--- src/rtl/peak_bin_tracker.sv ---
// Streams NBINS complex FFT bins per frame, reports strongest and second-strongest bin power/index.
// Latency: out_valid rises 2 edges after the last beat is accepted; frame period >= NBINS+3 cycles.
// Backpressure: in_ready drops from last beat until the result handshake; result held while out_ready low.
module peak_bin_tracker #(
    parameter int NBINS = 16,
    parameter int DW    = 16,
    parameter int IW    = $clog2(NBINS),
    parameter int PW    = 2 * DW
) (
    input  logic            clk,
    input  logic            rst,
    input  logic            abort,
    input  logic            in_valid,
    output logic            in_ready,
    input  logic [2*DW-1:0] in_data,
    input  logic [PW-1:0]   thresh,
    output logic            out_valid,
    input  logic            out_ready,
    output logic [IW-1:0]   peak_idx,
    output logic [PW-1:0]   peak_pwr,
    output logic [IW-1:0]   sec_idx,
    output logic [PW-1:0]   sec_pwr,
    output logic            above_thresh
);

    typedef enum logic [1:0] {ACCUM, FLUSH, LOAD, RESULT} state_t;

    localparam int LAST = NBINS - 1;

    state_t        state_q, state_d;
    logic [IW-1:0] cnt_q, cnt_d;
    logic          in_rdy_q, in_rdy_d;
    logic          p_vld_q, p_vld_d;
    logic [PW-1:0] p_q, p_d;
    logic [IW-1:0] pidx_q, pidx_d;
    logic [PW-1:0] max_q, max_d;
    logic [IW-1:0] max_idx_q, max_idx_d;
    logic [PW-1:0] sec_q, sec_d;
    logic [IW-1:0] sec_idx_q, sec_idx_d;
    logic          sec_vld_q, sec_vld_d;
    logic          out_vld_q, out_vld_d;
    logic [IW-1:0] o_peak_idx_q, o_peak_idx_d;
    logic [PW-1:0] o_peak_pwr_q, o_peak_pwr_d;
    logic [IW-1:0] o_sec_idx_q, o_sec_idx_d;
    logic [PW-1:0] o_sec_pwr_q, o_sec_pwr_d;
    logic          o_above_q, o_above_d;

    logic                 accept;
    logic signed [DW-1:0] re, im;
    logic signed [PW-1:0] re_ext, im_ext, re_sq, im_sq;
    logic [PW-1:0]        pwr;

    // Each square is non-negative and at most 2^(2DW-2), so the unsigned sum never wraps.
    always_comb begin
        re     = in_data[2*DW-1:DW];
        im     = in_data[DW-1:0];
        re_ext = PW'(re);
        im_ext = PW'(im);
        re_sq  = re_ext * re_ext;
        im_sq  = im_ext * im_ext;
        pwr    = $unsigned(re_sq) + $unsigned(im_sq);
    end

    always_comb begin
        state_d      = state_q;
        cnt_d        = cnt_q;
        in_rdy_d     = in_rdy_q;
        p_vld_d      = 1'b0;
        p_d          = p_q;
        pidx_d       = pidx_q;
        max_d        = max_q;
        max_idx_d    = max_idx_q;
        sec_d        = sec_q;
        sec_idx_d    = sec_idx_q;
        sec_vld_d    = sec_vld_q;
        out_vld_d    = out_vld_q;
        o_peak_idx_d = o_peak_idx_q;
        o_peak_pwr_d = o_peak_pwr_q;
        o_sec_idx_d  = o_sec_idx_q;
        o_sec_pwr_d  = o_sec_pwr_q;
        o_above_d    = o_above_q;

        accept = in_valid & in_rdy_q;

        if (accept) begin
            p_vld_d = 1'b1;
            p_d     = pwr;
            pidx_d  = cnt_q;
            cnt_d   = cnt_q + IW'(1);
        end

        // Strict compares: on equal power the earlier (lower) index keeps its place.
        if (p_vld_q) begin
            if (pidx_q == '0) begin
                max_d     = p_q;
                max_idx_d = pidx_q;
                sec_vld_d = 1'b0;
            end else if (p_q > max_q) begin
                sec_d     = max_q;
                sec_idx_d = max_idx_q;
                sec_vld_d = 1'b1;
                max_d     = p_q;
                max_idx_d = pidx_q;
            end else if (!sec_vld_q || (p_q > sec_q)) begin
                sec_d     = p_q;
                sec_idx_d = pidx_q;
                sec_vld_d = 1'b1;
            end
        end

        case (state_q)
            ACCUM: begin
                if (accept && (cnt_q == IW'(LAST))) begin
                    in_rdy_d = 1'b0;
                    state_d  = FLUSH;
                end else begin
                    in_rdy_d = 1'b1;
                end
            end
            FLUSH: state_d = LOAD;
            LOAD: begin
                o_peak_idx_d = max_idx_q;
                o_peak_pwr_d = max_q;
                o_sec_idx_d  = sec_idx_q;
                o_sec_pwr_d  = sec_q;
                o_above_d    = (max_q >= thresh);
                out_vld_d    = 1'b1;
                state_d      = RESULT;
            end
            RESULT: begin
                if (out_ready) begin
                    out_vld_d = 1'b0;
                    in_rdy_d  = 1'b1;
                    state_d   = ACCUM;
                end
            end
            default: state_d = ACCUM;
        endcase

        if (abort) begin
            state_d   = ACCUM;
            cnt_d     = '0;
            in_rdy_d  = 1'b1;
            p_vld_d   = 1'b0;
            max_d     = '0;
            max_idx_d = '0;
            sec_d     = '0;
            sec_idx_d = '0;
            sec_vld_d = 1'b0;
            out_vld_d = 1'b0;
        end
    end

    always_ff @(posedge clk or negedge rst) begin
        if (!rst) begin
            state_q      <= ACCUM;
            cnt_q        <= '0;
            in_rdy_q     <= 1'b0;
            p_vld_q      <= 1'b0;
            p_q          <= '0;
            pidx_q       <= '0;
            max_q        <= '0;
            max_idx_q    <= '0;
            sec_q        <= '0;
            sec_idx_q    <= '0;
            sec_vld_q    <= 1'b0;
            out_vld_q    <= 1'b0;
            o_peak_idx_q <= '0;
            o_peak_pwr_q <= '0;
            o_sec_idx_q  <= '0;
            o_sec_pwr_q  <= '0;
            o_above_q    <= 1'b0;
        end else begin
            state_q      <= state_d;
            cnt_q        <= cnt_d;
            in_rdy_q     <= in_rdy_d;
            p_vld_q      <= p_vld_d;
            p_q          <= p_d;
            pidx_q       <= pidx_d;
            max_q        <= max_d;
            max_idx_q    <= max_idx_d;
            sec_q        <= sec_d;
            sec_idx_q    <= sec_idx_d;
            sec_vld_q    <= sec_vld_d;
            out_vld_q    <= out_vld_d;
            o_peak_idx_q <= o_peak_idx_d;
            o_peak_pwr_q <= o_peak_pwr_d;
            o_sec_idx_q  <= o_sec_idx_d;
            o_sec_pwr_q  <= o_sec_pwr_d;
            o_above_q    <= o_above_d;
        end
    end

    assign in_ready     = in_rdy_q;
    assign out_valid    = out_vld_q;
    assign peak_idx     = o_peak_idx_q;
    assign peak_pwr     = o_peak_pwr_q;
    assign sec_idx      = o_sec_idx_q;
    assign sec_pwr      = o_sec_pwr_q;
    assign above_thresh = o_above_q;

endmodule

--- config.mk ---
export PLATFORM = sky130hd
export DESIGN_NAME = peak_bin_tracker
export DESIGN_NICKNAME = d
export VERILOG_FILES = /design/src/rtl/peak_bin_tracker.sv
export SDC_FILE = /design/constraint.sdc
export NUM_CORES = 2
export LEC_CHECK = 0
export CORE_MARGIN = 8
export CORE_UTILIZATION = 60
export DETAILED_ROUTE_END_ITERATION = 8
export PLACE_DENSITY = 0.8
export SLEW_MARGIN = 20
export SYNTH_ARGS = -nofsm -noshare
export SYNTH_HDL_FRONTEND = slang
export SYNTH_SLANG_ARGS = --single-unit
--- constraint.sdc ---
create_clock -name clk -period 4.1 [get_ports clk]
set_clock_uncertainty 0.2 [all_clocks]
set_input_delay 1.025 -clock clk [delete_from_list [all_inputs] [get_ports clk]]
set_output_delay 1.025 -clock clk [all_outputs]
set_load 0.02 [all_outputs]
==> impl_metrics.tcl <==
set metrics [dict create \
    relSlewSlack 0.369 \
    yosysWarningCount 0 \
    fp-row-count 79 \
    final.min_clock_period_ns 7.66 \
    final_common_cell "inv_1" \
    gp_congestion 0.913 \
    hold_buffers 0 \
    setup_viol 28 \
    setup_tns_ns -78.33 \
    violations "negative setup slack" \
    drc_errors 0 \
    ys_types 73 \
    antenna_found_initial 0 \
    hold_ws_ns 0.310 \
    met1_length_um 29800 \
    io_buffer_count 143 \
    via_count 22015 \
    via_per_inst 5.57 \
    netlist_instances 2842 \
    fin_nets 4174 \
    multi_input_area_um2 21300 \
    cts_buffer_depth 2 \
    wl_per_cell_um 20.3 \
    area_growth_pct 27.9 \
    synth_edf_count 0 \
    cts_tree "built" \
    overflow 0 \
    fin_util 0.772 \
    worstPathArrival_ns 7.84 \
    cts-htree-levels 4 \
    ys.flop_type "dfrtp_1" \
    cts_root_buf "clkbuf_16" \
    hp-class "reg2reg" \
    start_util 0.604 \
    regArea_um2 4780 \
    dieWidth_um 232 \
    max-cap-violations 0 \
    netlist_area_um2 27900 \
    die_area_um2 53700 \
    instances_no_fill 3955 \
    clk-insertion-delay-late_ns 0.44 \
    finalWorstSetupSlack_ns -3.56 \
    mostFrequentLayoutCells "inv_1 (698), fa_1 (465), buf_4 (308)" \
    cts_sinks 191 \
    dp.final_hpwl_um 59500 \
    ys_seq_elements 191 \
    wl_um 80300 \
    met3WireLength_um 5340 \
    async_flop_share 1.00 \
    fillers 2653 \
    synth_area_per_cell_um2 9.83 \
    dp.cells 3794 \
    end_kind "register" \
    grt_pass1_wl_um 127000 \
    first_pass_iters 9 \
    final_layout_size_suffix_gt1_frac 0.278 \
    synth_nets 3681 \
    diodes 0 \
    finalCritPeriodShare 1.87 \
    start_kind "input pin" \
    dr.first_iter.drc_count 1702 \
    crit_required_ns 4.28 \
    grt_pass1_vias 24669 \
    rsz0062_at_grt "true" \
    fp.dieH_um 232 \
    ios 144 \
    fmax_mhz 131 \
    ys_seq_area_frac 0.171 \
    finalHoldViolations 0 \
    clkTransAtPathRegs_ns 0.07 \
    cp_max_fo 7 \
    met2_length_um 40500 \
    worstMarginPinSlew_ns 0.946 \
    core_um2 46300 \
    grt_usage 0.295 \
    status "finished with violations" \
    grt_max_degree 113 \
    cts_inserted_buffers 17 \
    worstSetupPathType "in2reg" \
    highest-signal-layer "met4" \
    final_max_slew_viol_count 0 \
    ant_nets 0 \
]
-- area by class of cell --
| cell class | count | area share |
|---|---|---|
| clock inverters | 13 | 0.00336 |
| clock buffers | 19 | 0.0124 |
| flip-flops and latches | 191 | 0.134 |
| multi-input cells | 1778 | 0.597 |
| well taps | 607 | 0.0213 |
| inverters | 786 | 0.0832 |
| repair buffers | 561 | 0.149 |
-- path summary, 6_finish.rpt --
| path | slack [ns] | to | cells past startpoint | start |
|---|---|---|---|---|
| hold reg to reg | 0.31 | peak_pwr[17]$_DFFE_PN0N_ | 1 | peak_pwr[17]$_DFFE_PN0N_ |
| max in group asynchronous | 2.33 | max_idx_q[1]$_DFFE_PN0P_ | 2 | rst |
| setup reg to reg | 0.67 | max_q[24]$_DFFE_PN0P_ | 10 | max_q[31]$_DFFE_PN0P_ |
| setup / recovery | -3.56 | p_q[29]$_DFFE_PN0P_ | 23 | in_data[8] |
| min in group asynchronous | 0.46 | sec_pwr[7]$_DFFE_PN0N_ | 1 | rst |
| hold / removal | 0.31 | peak_pwr[17]$_DFFE_PN0N_ | 1 | peak_pwr[17]$_DFFE_PN0N_ |
-- layer usage --
metal	up-vias	track usage
met1	11015	0.356
met3	338	0.0414
met2	1103	0.518
met4	0	0.140
li1	9559	-
met5	-	0
-- per-stage QoR --
step,setup slack (ns),area (um^2)
3_5_place_dp,-4.26,32400
2_1_floorplan,-3.33,28500
6_report,-3.56,35700
5_1_grt,-3.74,35700
3_3_place_gp,-4.12,32400
4_1_cts,-3.27,35200
-- registers in the layout, indices dropped and copies added, names as in the netlist --
register / cells
above_thresh: 1
cnt_q: 4
in_ready: 1
max_idx_q: 4
max_q: 32
out_valid: 1
p_q: 32
p_vld_q: 1
peak_idx: 4
peak_pwr: 32
pidx_q: 4
sec_idx: 4
sec_idx_q: 4
sec_pwr: 32
sec_q: 32
sec_vld_q: 1
state_q: 2
-- what timing repair did --
action | CTS | global route
pin swaps | 245 | 105
buffers inserted | 96 | 35
setup endpoints to repair | 28 | 28
gates resized for setup | 530 | 114
gates cloned | 9 | 0
endpoints found under the hold margin | 0 | 0
-- worst max-delay path, cell delays in order --
cell	delay, ns
buf_2	0.11
buf_12	0.14
buf_4	0.14
buf_4	0.15
and2_1	0.19
fa_1	0.53
inv_1	0.08
fa_1	0.58
fa_1	0.45
fa_1	0.55
fa_1	0.48
fa_1	0.56
fa_1	0.46
fa_1	0.56
inv_1	0.10
ha_4	0.30
o211ai_1	0.14
buf_4	0.19
a2bb2oi_2	0.17
a41o_4	0.18
a31oi_4	0.12
or4_1	0.53
nand3_1	0.09
-- cells in the mapped netlist, types with 4 or more instances --
library cell,number,area [um^2]
a211oi_1,7,52.6
a21o_1,23,173
a21oi_1,62,310
a31oi_1,40,250
and2_1,98,613
and3_1,4,25.0
buf_2,7,35.0
buf_6,8,90.1
clkbuf_1,66,248
dfrtp_1,191,4780
fa_1,524,10500
ha_1,246,3080
inv_1,785,2950
mux2_1,4,45.0
mux2_2,75,845
mux2i_1,34,340
nand2_1,259,972
nand2b_1,46,288
nand3_1,88,440
nand4_1,18,113
nor2_1,47,176
nor2b_1,28,175
nor4_1,6,37.5
o211ai_1,6,45.0
o21a_1,5,37.5
o21ai_0,39,195
o21bai_1,4,30.0
xnor2_1,41,359
xor2_1,18,158
-- cell families (layout without fill, tap and decap cells) --
kind of cell / after synthesis / count (layout) / share of synthesized area
AO/OA/AOI/OAI: 219 / 219 / 0.0512
XOR/XNOR: 59 / 59 / 0.0185
AND/OR/NAND/NOR: 616 / 616 / 0.108
adder cells (fa/ha/maj): 770 / 770 / 0.486
flip-flops: 191 / 191 / 0.171
multiplexers: 113 / 113 / 0.0440
other: 1 / 1 / 0.000134
buffers and inverters: 873 / 1379 / 0.122
Power is left out: the tool's default activity adds up to more than one toggle a clock period on the data nets, which glitch-free logic cannot reach.
